[src/rtl/prga_tzc_reg.sv]
// -----------------------------------------------------------------------------
// prga_tzc_reg
//  Registered trailing-zero counter. Reports the index of the least-significant
//  set bit of data_i and flags an all-zero word. The combinational core is a
//  log-depth pairwise reduction tree. Results are registered and appear exactly
//  one cycle after a word is accepted. There is no backpressure, so a new word
//  can be accepted every cycle.
//
//  Parameters
//   COUNTER_WIDTH : width of cnt_o. Must satisfy 2**COUNTER_WIDTH >= DATA_WIDTH.
//   DATA_WIDTH    : width of data_i. Any value >= 1.
//
//  Ports
//   clk        in   rising-edge clock
//   rst_n      in   asynchronous active-low reset
//   val_i      in   data_i is valid this cycle
//   data_i     in   word to scan
//   val_o      out  cnt_o / all_zero_o hold a fresh result
//   cnt_o      out  number of trailing zeros (index of lowest 1)
//   all_zero_o out  sampled word was all zeros; cnt_o is then 0
// -----------------------------------------------------------------------------
module prga_tzc_reg #(
    parameter int COUNTER_WIDTH = 4,
    parameter int DATA_WIDTH    = 13
) (
    input  logic                     clk,
    input  logic                     rst_n,
    input  logic                     val_i,
    input  logic [DATA_WIDTH-1:0]    data_i,
    output logic                     val_o,
    output logic [COUNTER_WIDTH-1:0] cnt_o,
    output logic                     all_zero_o
);

    localparam int PAD_WIDTH = 1 << COUNTER_WIDTH;

    // Pairwise reduction tree. Each node carries {zero flag, partial count}.
    // Nodes are reduced in place: node n of level l is built from nodes 2n and
    // 2n+1 of level l-1, which always sit at or above index n, so nothing is
    // overwritten before it is read. The lower half wins when it holds a 1;
    // otherwise the upper half's count is taken with the new level bit set.
    function automatic logic [COUNTER_WIDTH:0] tzc_tree(input logic [PAD_WIDTH-1:0] word);
        logic [PAD_WIDTH-1:0]     zf;
        logic [COUNTER_WIDTH-1:0] cn [PAD_WIDTH];
        logic [COUNTER_WIDTH-1:0] hi;
        for (int n = 0; n < PAD_WIDTH; n++) begin
            zf[n] = ~word[n];
            cn[n] = '0;
        end
        for (int l = 1; l <= COUNTER_WIDTH; l++) begin
            for (int n = 0; n < (PAD_WIDTH >> l); n++) begin
                hi = cn[2*n+1] | COUNTER_WIDTH'(32'd1 << (l - 1));
                if (zf[2*n] == 1'b0) begin
                    cn[n] = cn[2*n];
                end else begin
                    cn[n] = hi;
                end
                zf[n] = zf[2*n] & zf[2*n+1];
            end
        end
        return {zf[0], cn[0]};
    endfunction

    logic [PAD_WIDTH-1:0]     pad_s;
    logic [COUNTER_WIDTH:0]   tree_s;
    logic                     all_zero_s;
    logic [COUNTER_WIDTH-1:0] cnt_s;

    logic                     val_r;
    logic [COUNTER_WIDTH-1:0] cnt_r;
    logic                     all_zero_r;

    // Pad with ones above DATA_WIDTH so the padding is only ever selected for
    // an all-zero word, which is masked below; padding never injects X.
    always_comb begin
        pad_s                 = '1;
        pad_s[DATA_WIDTH-1:0] = data_i;
        tree_s                = tzc_tree(pad_s);
        all_zero_s            = ~|data_i;
        if (all_zero_s) begin
            cnt_s = '0;
        end else begin
            cnt_s = tree_s[COUNTER_WIDTH-1:0];
        end
    end

    // Output register: capture on valid, otherwise drop val and hold the data.
    always_ff @(posedge clk or negedge rst_n) begin
        if (!rst_n) begin
            val_r      <= 1'b0;
            cnt_r      <= '0;
            all_zero_r <= 1'b1;
        end else if (val_i) begin
            val_r      <= 1'b1;
            cnt_r      <= cnt_s;
            all_zero_r <= all_zero_s;
        end else begin
            val_r      <= 1'b0;
        end
    end

    assign val_o      = val_r;
    assign cnt_o      = cnt_r;
    assign all_zero_o = all_zero_r;

endmodule

[config.mk]
export PLATFORM = sky130hd
export DESIGN_NAME = prga_tzc_reg
export DESIGN_NICKNAME = d
export VERILOG_FILES = /design/src/rtl/prga_tzc_reg.sv
export SDC_FILE = /design/constraint.sdc
export NUM_CORES = 1
export LEC_CHECK = 0
export ABC_AREA = 0
export ABC_CLOCK_PERIOD_IN_PS = 900
export CAP_MARGIN = 20
export CORE_AREA = 2 2 39 41
export CTS_CLUSTER_DIAMETER = 120
export DETAILED_ROUTE_END_ITERATION = 8
export DIE_AREA = 0 0 41 43
export HOLD_SLACK_MARGIN = 0.15
export PLACE_DENSITY_LB_ADDON = 0.1
export SYNTH_ARGS = -nofsm -noshare
export SYNTH_HDL_FRONTEND = slang
export SYNTH_SLANG_ARGS = --single-unit
[constraint.sdc]
create_clock -name clk -period 0.9 [get_ports clk]
set_clock_uncertainty 0.2 [all_clocks]
set_input_delay 0.09 -clock clk [delete_from_list [all_inputs] [get_ports clk]]
set_output_delay 0.09 -clock clk [all_outputs]
set_load 0.005 [all_outputs]
==> results of run 1 <==
[worst min path at each step]
stage                from                    to  slack [ns]
finish              rst_n  cnt_o[1]$_DFFE_PN0P_       -0.12
global route        rst_n  cnt_o[1]$_DFFE_PN0P_       -0.12
CTS                 rst_n  cnt_o[1]$_DFFE_PN0P_       -0.12
detailed placement  rst_n  cnt_o[1]$_DFFE_PN0P_        0.14
global placement    rst_n  cnt_o[1]$_DFFE_PN0P_        0.15
floorplan           rst_n  cnt_o[0]$_DFFE_PN0P_       -0.41
[cell type report]
class / instances / area [um2]
multi-input cells: 28 / 239
clock buffers: 4 / 26.3
inverters: 5 / 18.8
flip-flops and latches: 6 / 151
well taps: 16 / 20.0
fillers: 154 / 637
repair buffers: 37 / 292
[logic make-up (layout without fill, tap and decap cells)]
group           after synthesis  count (layout)  synth area share
buf+inv                       6              46            0.0632
mux                           1               1            0.0316
compound gates               11              11             0.196
simple gates                 16              16             0.284
flops                         6               6             0.425
[layer usage]
| metal | track usage | vias up |
|---|---|---|
| met5 | 0 | - |
| met4 | 0.100 | 0 |
| met3 | 0.0157 | 2 |
| met2 | 0.253 | 18 |
| met1 | 0.166 | 204 |
| li1 | - | 225 |
[placed cells by master, fill, tap and decap left out, types with 2 or more instances in the layout]
| master | n |
|---|---|
| dlygate4sd2_1 | 5 |
| buf_4 | 15 |
| buf_6 | 4 |
| clkdlybuf4s15_1 | 2 |
| buf_2 | 8 |
| nor2_2 | 2 |
| nor2_1 | 4 |
| a21oi_1 | 3 |
| dfrtp_1 | 5 |
| nand3_2 | 2 |
| nor4_4 | 2 |
| inv_1 | 4 |
| clkbuf_4 | 3 |
[registers in the layout, indices dropped and copies added, names as in the netlist]
signal      cells
cnt_o           4
val_o           1
all_zero_o      1
[through the flow]
step / util / std cells / total power, uW / setup slack [ns]
6_report: 0.540 / 96 / 754 / -0.253
5_1_grt: 0.540 / 96 / 822 / -0.295
4_1_cts: 0.529 / 96 / 759 / -0.270
3_5_place_dp: 0.500 / 88 / 496 / -0.867
3_3_place_gp: 0.500 / 88 / 495 / -0.835
2_1_floorplan: - / 40 / 339 / -0.345
[power breakdown]
group	switching [uW]	internal, uW
clock network	100	168
registers	6.53	283
logic	82.7	113
total	190	565
[repair_timing]
item / 4_1_cts / 5_1_grt
setup endpoints to repair: 11 / 11
hold endpoints to repair: 12 / 10
resized for setup: 73 / 6
buffers inserted: 5 / 1
pin swaps: 12 / 1
gates cloned: 0 / 0
==> flow_summary_export.csv, run 1 <==
group,metric,value,unit
outcome,outcome,"finished with violations",
outcome,violations,"hold timing, setup timing",
global_route,grt_remaining_overflow,0,
critical_path,cp_data_required_time,0.61,ns
job,maxCapViolCount,0,
sta,timing.hold.ws,-0.121,ns
sta,slew_violations,0,
sta,max_freq,0.867,GHz
finish,fin_nets,97,
logic_synthesis,avgSynthCellArea,8.91,um2
detailed_routing,route.met2.wl,592,um
critical_path,cpPeakStageDelay,0.53,ns
clocking,clk_pin_slew,0.05,ns
logic_synthesis,ys_async_sr_fraction,1.00,
power,p_leak,0.000347,uW
critical_path,crit_path_end,"all_zero_o",
placement,placed_area,692,um2
global_route,grt_pass1_wl,1.83,mm
sta,rsz0062_at_grt,"true",
clocking,htreeDepth,1,
logic_synthesis,synth_top_area_frac,0.351,
logic_synthesis,synth_commonest_cells,"nor2_1 (6), dfrtp_1 (5), inv_1 (5)",
global_route,antenna_found_initial,0,
clocking,root_buffer,"clkbuf_4",
critical_path,crit_buf_inv,1,
critical_path,crit_family,"flip-flops",
logic_synthesis,synthTopCellsByArea,"dfrtp_1 (35%), dfstp_2 (7.4%), nor2_1 (6.3%)",
logic_synthesis,synth_top_area_cell,"dfrtp_1",
detailed_routing,drtAntennaViolNets,0,
clocking,numCtsBuffers,3,
detailed_routing,met3WireLength,48,um
critical_path,crit_fanout,2,
sta,relSlewSlack,0.805,
sta,worst_pin_slew,0.290,ns
detailed_routing,vias_per_cell,4.68,
logic_synthesis,ys.flop_type,"dfrtp_1",
die,die_h,43,um
global_route,grt_pass1_vias,484,
placement,portBuffers,21,
sta,final_hold_viol_count,6,
critical_path,cp_cell_sequence,"buf_6",
detailed_routing,wl_met1,388,um
clocking,clock-sinks,6,
die,num_rows,14,
critical_path,slowest_stage,"dfstp_2",
critical_path,end_kind,"output port",
power,p_per_area,1010,nW/um2
logic_synthesis,synth_seq_cells,6,
sta,setup_viol,11,
clocking,cts_tree,"yes",
die,core_area,1380,um2
critical_path,r2r_slack,-0.04,ns
placement,finalWeightedCongestion,0.702,
sta,setup_tns,-1.38,ns
detailed_routing,drt_wl_total,1.04,mm
die,dieWidth,41,um
logic_synthesis,synth-edff-count,0,
die,start_util,0.258,
critical_path,r2r-end,"all_zero_o$_DFFE_PN1P_",
finish,areaGrowthSynthToFinish,109,%
finish,final_cell_area,747,um2
die,ios,22,
detailed_routing,drc,0,
logic_synthesis,syn_inst,40,
critical_path,cp.arrival,0.86,ns
clocking,clock_latency,0.24,ns
sta,final.setup.worst_slack,-0.253,ns
min_path,hp-class,"in2async",
critical_path,r2r_start,"all_zero_o$_DFFE_PN1P_",
power,ir_drop,0.415,mV
critical_path,reg2regPathDepth,1,
logic_synthesis,syn_area,357,um2
detailed_routing,wl_per_cell,10.8,um
critical_path,startpoint,"all_zero_o$_DFFE_PN1P_",
global_route,grt_max_degree,7,
detailed_routing,drtIter0Drc,0,
critical_path,crit_type,"reg2out",
sta,finalCritPeriodShare,1.28,
logic_synthesis,ys_types,22,
finish,num_antenna_cells,0,
detailed_routing,dr.pass1.iters,1,
finish,final_layout_size_suffix_gt1_frac,0.588,
clocking,cts_buffer_depth,2,
global_route,grt.total_usage,0.151,
die,dieArea,1760,um2
logic_synthesis,synth-seq-area-share,0.425,
logic_synthesis,synth.most_common_cell,"nor2_1",
placement,dp_hpwl,803,um
sta,layout_min_cycle_time,1.15,ns
critical_path,path_depth,1,
detailed_routing,via_count,449,
detailed_routing,top_layer_used,"met4",
logic_synthesis,synthesis.nets,56,
critical_path,start_kind,"register",
logic_synthesis,synth_warnings,0,
Note: power is estimated with default switching activity, not from simulation.
==> run 2: changes to the inputs <==
- ABC_CLOCK_PERIOD_IN_PS: 900 -> default
- CELL_PAD_IN_SITES_DETAIL_PLACEMENT: default -> 2
- CELL_PAD_IN_SITES_GLOBAL_PLACEMENT: default -> 2
- CORE_AREA: 2 2 39 41 -> default
- CORE_MARGIN: default -> 1
- CORE_UTILIZATION: default -> 16
- CTS_CLUSTER_SIZE: default -> 28
- DIE_AREA: 0 0 41 43 -> default
==> run 2 against run 1 <==
Hold slack improved by 0.087 ns. Via count rose by 4.2%. Critical endpoint unchanged. Sequential share of layout area fell by 1.1 points. Clock power rose by 3%. The flow still finishes with violations (hold timing, setup timing). Die area rose by 37%. Highest routed layer unchanged. Cell area rose by 5.7%. Core utilization fell by 15 points. Routed wire length rose by 32%. Global-route usage fell by 2.2 points. First-iteration DRC count did not move.
==> flow_summary_export.csv, run 2 (synthesis results as in run 1) <==
group,metric,value,unit
outcome,outcome,"finished with violations",
outcome,violations,"hold timing, setup timing",
sta,final.setup.worst_slack,-0.256,ns
die,core_area,2020,um2
finish,largest_reg_flops,4,
global_route,grt_remaining_overflow,0,
global_route,antenna_found_initial,0,
critical_path,cpPeakStageDelay,0.52,ns
clocking,clock_latency,0.24,ns
placement,dp_hpwl,1.07,mm
die,ios,22,
detailed_routing,dr.pass1.iters,1,
power,seqPwrFrac,0.368,
finish,n_fill_cell,247,
placement,placed_area,713,um2
clocking,clock-sinks,6,
sta,rsz0062_at_grt,"true",
die,num_rows,16,
die,start_util,0.176,
clocking,numCtsBuffers,3,
power,p_comb_frac,0.283,
power,switching_share,0.263,
sta,setup_viol,11,
finish,final_layout_size_suffix_gt1_frac,0.607,
sta,slew_violations,0,
finish,areaGrowthSynthToFinish,121,%
finish,final_cell_mix,"buf_4 (18), buf_2 (9), inv_1 (5), dfrtp_1 (5), buf_6 (5)",
min_path,hp-class,"in2reg",
global_route,grt_pass1_wl,2.26,mm
critical_path,r2r_start,"cnt_o[0]$_DFFE_PN0P_",
clocking,root_buffer,"clkbuf_4",
global_route,grt.total_usage,0.129,
finish,final_common_cell,"buf_4",
global_route,grt_pass1_vias,510,
placement,portBuffers,21,
sta,final_hold_viol_count,7,
finish,num_antenna_cells,0,
critical_path,start_kind,"register",
job,maxCapViolCount,0,
detailed_routing,vias_per_cell,4.22,
finish,final_cell_area,790,um2
critical_path,cp_data_required_time,0.61,ns
finish,fin_nets,101,
sta,worst_pin_slew,0.328,ns
detailed_routing,via_count,468,
critical_path,crit_type,"reg2out",
power,p_per_area,997,nW/um2
sta,timing.hold.ws,-0.0342,ns
detailed_routing,drtIter0Drc,0,
sta,layout_min_cycle_time,1.16,ns
die,dieWidth,49.2,um
critical_path,crit_buf_inv,1,
sta,relSlewSlack,0.779,
power,switching_power,207,uW
power,pwr-share-clk,0.349,
die,dieArea,2420,um2
critical_path,cp.arrival,0.87,ns
detailed_routing,drt_wl_total,1.38,mm
sta,finalCritPeriodShare,1.28,
sta,max_freq,0.865,GHz
power,p_leak,0.000363,uW
placement,preCtsSetupSlack,-0.940,ns
min_path,min_from,"val_i",
die,die_h,49.2,um
placement,finalWeightedCongestion,0.638,
critical_path,slowest_stage,"dfstp_2",
clocking,cts_buffer_depth,2,
critical_path,crit_fanout,2,
sta,setup_tns,-1.39,ns
clocking,cts_tree,"yes",
critical_path,startpoint,"all_zero_o$_DFFE_PN1P_",
detailed_routing,drc,0,
critical_path,crit_family,"flip-flops",
critical_path,cp_cell_sequence,"buf_2",
power,ir_drop,0.641,mV
global_route,grt_max_degree,8,
detailed_routing,wl_per_cell,12.4,um
clocking,clk_pin_slew,0.05,ns
power,p_int,580,uW
detailed_routing,drtAntennaViolNets,0,
critical_path,end_kind,"output port",
clocking,htreeDepth,1,
## run 2: final timing paths
kind | end | slack, ns | cells after the start
worst min register to register | cnt_o[3]$_DFFE_PN0P_ | 0.39 | 3
worst min-delay path | val_o$_DFF_PN0_ | -0.03 | 1
max in group asynchronous | cnt_o[0]$_DFFE_PN0P_ | 0.43 | 2
worst max-delay path | all_zero_o | -0.26 | 1
min in group asynchronous | val_o$_DFF_PN0_ | -0.02 | 2
worst max register to register | cnt_o[0]$_DFFE_PN0P_ | -0.08 | 3
## run 2: final cells by class
class                           count  area (um2)  share of cell area
Sequential cell                     6         151               0.192
Clock buffer                        4        26.3              0.0333
Inverter                            5        18.8              0.0238
Tap cell                           27        33.8              0.0428
Timing Repair Buffer               41         319               0.404
Multi-Input combinational cell     28         240               0.304
## run 2: through the flow
stage,std cells,utilization,power (uW)
finish,111,0.390,787
global route,111,0.390,835
CTS,107,0.368,780
detailed placement,100,0.353,508
global placement,100,0.353,506
floorplan,40,-,339
## run 2: routing by layer
layer	track usage	share of wire	vias up
met3	0.0561	0.056	2
met2	0.201	0.49	15
li1	-	-	231
met4	0.0588	0.0087	0
met5	0	0	-
met1	0.152	0.45	220
## run 2: power groups by stage
stage | registers [uW] | clock network [uW] | logic [uW]
after floorplan | 295 | 0 | 44.4
after global placement | 294 | 0 | 212
after detailed placement | 294 | 0 | 214
after CTS | 290 | 290 | 201
after global routing | 290 | 302 | 244
final | 290 | 275 | 223
## run 2: what timing repair did
item                                   4_1_cts  5_1_grt
pin swaps                                   11        5
setup endpoints to repair                   11       11
buffers inserted                             3        4
gates resized for setup                     74        7
endpoints found under the hold margin       11       11
==> run 3: changes to the inputs <==
- CTS_CLUSTER_DIAMETER: 120 -> default
==> results of run 3 <==
The final DEF is identical to that of run 2; final timing and power are the same.
==> variant 1, RTL diff (flow settings as in run 1) <==
Make the reset (`rst_n`) synchronous in one clocked block. Comments in the files are not updated.
--- a/src/rtl/prga_tzc_reg.sv
+++ b/src/rtl/prga_tzc_reg.sv
@@ -87,3 +87,3 @@
     // Output register: capture on valid, otherwise drop val and hold the data.
-    always_ff @(posedge clk or negedge rst_n) begin
+    always_ff @(posedge clk) begin
         if (!rst_n) begin
Behaviour: differs if rst_n is asserted again (counterexample within 4 cycles, from zero or initial values and one cycle with rst_n low); with rst_n held inactive, the same outputs for 10 cycles.
==> variant 1 against run 1 <==
- the run still ends with hold timing, setup timing left
- cell count decreased by 1.0%
- setup slack improved by 0.070 ns
- die area unchanged
- cell area decreased by 3.5%
- global-route usage decreased by 0.76 points
- synthesized area decreased by 3.2%
- combinational power about the same
- sequential cell count unchanged
- routed wire length decreased by 1.3%
- sequential power decreased by 2%
- power decreased by 4.6%
- synthesized cell count decreased by 2.5%
- critical path type is now in -> reg
==> variant 1: results (changes against run 1) <==
grt_start_max_net_pins: 6  # -1
gp_congestion: 0.7324  # +4.4%
insertedDiodeCount: 0  # unchanged
cellLeakagePower_nw: 0.3228  # -7.1%
routed_via_density: 4.905  # +4.9%
synth_compound_gate_area_share: 0.3152  # +0.1187
dp.final_hpwl_um: 817  # +1.8%
run_status: "finished, violations left"
post_layout_nonfiller_instances: 95  # -1.0%
final_layout_size_suffix_gt1_frac: 0.6203  # +0.03275
setup_viol: 11  # unchanged
grt_usage: 0.1437  # -0.007584
fin_worst_hold_slack_ns: -0.04719  # +0.07361 ns
antenna_found_initial: 0  # unchanged
tns_ns: -1.085  # +0.2962 ns
synth_seq_area_share: 0.3478  # -0.07674
worstRegToRegCells: 2  # +1
synth_top_cells_by_area: "dfxtp_1 35%, nor4_4 6.2%, a32o_1 5.8%, o21ai_0 5.8%, inv_1 5.4%"
cts_made_buffers: 3  # unchanged
finalHoldViolCount: 2  # -4
worst_slack_ns: -0.1826  # +0.07037 ns
nNetsFinal: 97  # unchanged
regToRegEndpoint: "cnt_o[2]"
worst-path-max-fanout: 3  # +1
synthArstFlopShare: 0  # -1.000
placed_cells: 89  # +1.1%
muxShareOfSynthArea: 0  # -0.03158
final.fill_count: 140  # -9.1%
synthesis.nets: 55  # -1.8%
post_drt_wl_per_cell_um: 10.81  # -0.31%
detail_route.iter0.violations: 6  # +6
first_pass_iters: 4  # +3
largest_register_ff_count: 4  # unchanged
critPathArrivalTime_ns: 1.01  # +0.15 ns
first_global_vias: 476  # -1.7%
worst_case_hold_path_end_point: "all_zero_o"
synthesized_netlist_cell_count: 39  # -2.5%
pre_cts_ws_ns: -0.7743  # +0.09244 ns
vdd.ir_drop.worst_uv: 351.1  # -15%
grt_pass1_wl_um: 1725  # -5.6%
post_synth_num_cell_types: 20  # -9.1%
regToRegStartpoint: "cnt_o[2]"
yosys-top-cells-count: "6 x dfxtp_1, 5 x inv_1, 4 x o21ai_0"
violations_in_the_final_reports: "hold timing, setup timing"
path_category_of_the_worst_min_delay_check: "in -> reg"
power.internal_uw: 544.8  # -3.5%
min-delay-start: "data_i[10]"
worst_slew_margin_rel: 0.7928  # -0.01269
-- variant 1: cell types whose count changed after synthesis, moves of 2 or more --
| cell | change |
|---|---|
| nand2_1 | +2 |
| nor2_1 | -3 |
| nor2b_1 | +2 |
| dfrtp_1 | -5 |
| a32o_1 | +2 |
| dfxtp_1 | +6 |
| a21oi_1 | -3 |
-- variant 1: power by group through the flow --
stage	logic, mW	registers, mW	clock network, mW
floorplan	0.0417	0.288	0
global placement	0.202	0.287	0
detailed placement	0.202	0.287	0
CTS	0.192	0.284	0.249
global route	0.213	0.284	0.267
finish	0.196	0.284	0.240
-- variant 1: how the worst max path moves through the flow --
| stage | start | end | slack [ns] |
|---|---|---|---|
| global placement | data_i[9] | cnt_o[2] | -0.77 |
| finish | data_i[8] | cnt_o[3] | -0.18 |
| global route | data_i[8] | cnt_o[3] | -0.21 |
| detailed placement | data_i[4] | cnt_o[1] | -0.77 |
| CTS | data_i[10] | cnt_o[3] | -0.18 |
| floorplan | data_i[9] | cnt_o[3] | -0.28 |
-- variant 1: final cells by class --
type	instances	share of cell area
well taps	16	0.02778
flip-flops and latches	6	0.1736
clock buffers	3	0.03125
multi-input cells	28	0.3316
inverters	5	0.02604
repair buffers	37	0.4097
-- variant 1: cells by family after synthesis --
| group | count (synthesis) |
|---|---|
| buffers and inverters | 5 |
| AOI/OAI and AO/OA | 14 |
| DFF | 6 |
| and+or+nand+nor | 14 |
-- variant 1: worst max-delay path, cell delays in order --
cell	delay [ns]
buf_6	0.09
or4_4	0.55
o211ai_1	0.21
o21ai_1	0.07
-- variant 1: per-layer routing --
layer / vias up / global-route usage / wire length [um] / share of wire
li1: 232 / - / - / -
met1: 208 / 0.1452 / 413 / 0.40
met4: 0 / 0.1200 / 30 / 0.029
met2: 22 / 0.2375 / 509 / 0.50
met5: - / 0 / 0 / 0
met3: 4 / 0.02094 / 74 / 0.072
-- variant 1: through the flow --
step,cell area [um^2],power [mW]
3_3_place_gp,681.9,0.4890
6_report,720.7,0.7198
3_5_place_dp,681.9,0.4895
4_1_cts,710.7,0.7252
5_1_grt,720.7,0.7642
2_1_floorplan,354.1,0.3301
-- variant 1: timing repair --
action / 4_1_cts / 5_1_grt
pin swaps: 12 / 7
endpoints found under the setup margin: 12 / 11
hold endpoints to repair: 5 / 5
buffers inserted: 3 / 0
gates resized for setup: 85 / 2
==> variant 2, RTL diff (settings of run 1) <==
Without the edit above. The parameter `DATA_WIDTH` goes from 13 to 9.
--- a/src/rtl/prga_tzc_reg.sv
+++ b/src/rtl/prga_tzc_reg.sv
@@ -23,3 +23,3 @@
     parameter int COUNTER_WIDTH = 4,
-    parameter int DATA_WIDTH    = 13
+    parameter int DATA_WIDTH    = 9
 ) (
Ports: changed (resized data_i); port bits go from 22 to 18. The function was not compared with the original's and may differ.
==> variant 2 against run 1 <==
- the run still ends with hold timing, setup timing left
- setup slack improved by 0.0014 ns
- maximum frequency grew 0.12%
- highest routed layer is now met3
- via count down 21%
- cell area down 15%
- critical endpoint unchanged
- routed wire length is 8.5% lower
- sequential cell count is the same
- power is 3.9% lower
- synthesized area down 9.5%
- largest power group unchanged
- combinational power down 15%
==> variant 2: results (changes against run 1) <==
run_status: "finished, violations left"
violations_in_the_final_reports: "hold timing, setup timing"
setup.reg_to_reg.worst_slack_ns: -0.11  # -0.07 ns
io_buffers: 17  # -19%
final_layout_size_suffix_gt1_frac: 0.5938  # +0.006250
post_synth_num_cell_types: 17  # -23%
yosys-top-cells-count: "5 x dfrtp_1, 3 x inv_1, 3 x nand2b_1, 3 x nor2b_1"
synth_compound_gate_area_share: 0.1512  # -0.04533
first_global_vias: 382  # -21%
muxShareOfSynthArea: 0  # -0.03158
finalHoldViolCount: 8  # +2
setup_viol: 11  # unchanged
fin_worst_hold_slack_ns: -0.1117  # +0.009090 ns
wl_met2_um: 522  # -12%
tightestPinTransition_ns: 0.3218  # +0.03214 ns
worst_slack_ns: -0.2516  # +0.001362 ns
sequentialPower_uw: 289  # about the same
grt_pass1_wl_um: 1524  # -17%
pre_cts_ws_ns: -0.8187  # +0.04797 ns
nNetsFinal: 77  # -21%
first_pass_iters: 4  # +3
dp.final_hpwl_um: 679.2  # -15%
combinationalPowerShare: 0.229  # -0.031
synthesized_netlist_cell_count: 31  # -23%
route.layer.met1.wl_um: 387  # -0.26%
dpl-instance-area_um2: 550.5  # -20%
[variant 2: cell types whose count changed after synthesis, sizes merged, moves of 2 or more]
| cell | change |
|---|---|
| nor2 | -4 |
| inv | -2 |
| nor2b | +2 |
| nand2b | +3 |
| a21oi | -3 |
| nand3 | -2 |
| nand2 | +2 |
[variant 2: layout make-up]
| class | count | area [um^2] |
|---|---|---|
| sequential | 6 | 151.4 |
| fill | 135 | 747.0 |
| multi-input combinational | 21 | 180.2 |
| tap | 16 | 20.02 |
| timing repair buffer | 30 | 247.7 |
| clock buffer | 4 | 26.28 |
| inverter | 3 | 11.26 |
[variant 2: how the worst min path moves through the flow]
stage / from / to / slack (ns)
after floorplan: rst_n / cnt_o[0] / -0.41
after global placement: rst_n / cnt_o[3] / 0.15
after detailed placement: rst_n / cnt_o[1] / 0.15
after CTS: rst_n / cnt_o[1] / -0.11
after global routing: rst_n / cnt_o[1] / -0.10
final: rst_n / cnt_o[1] / -0.11
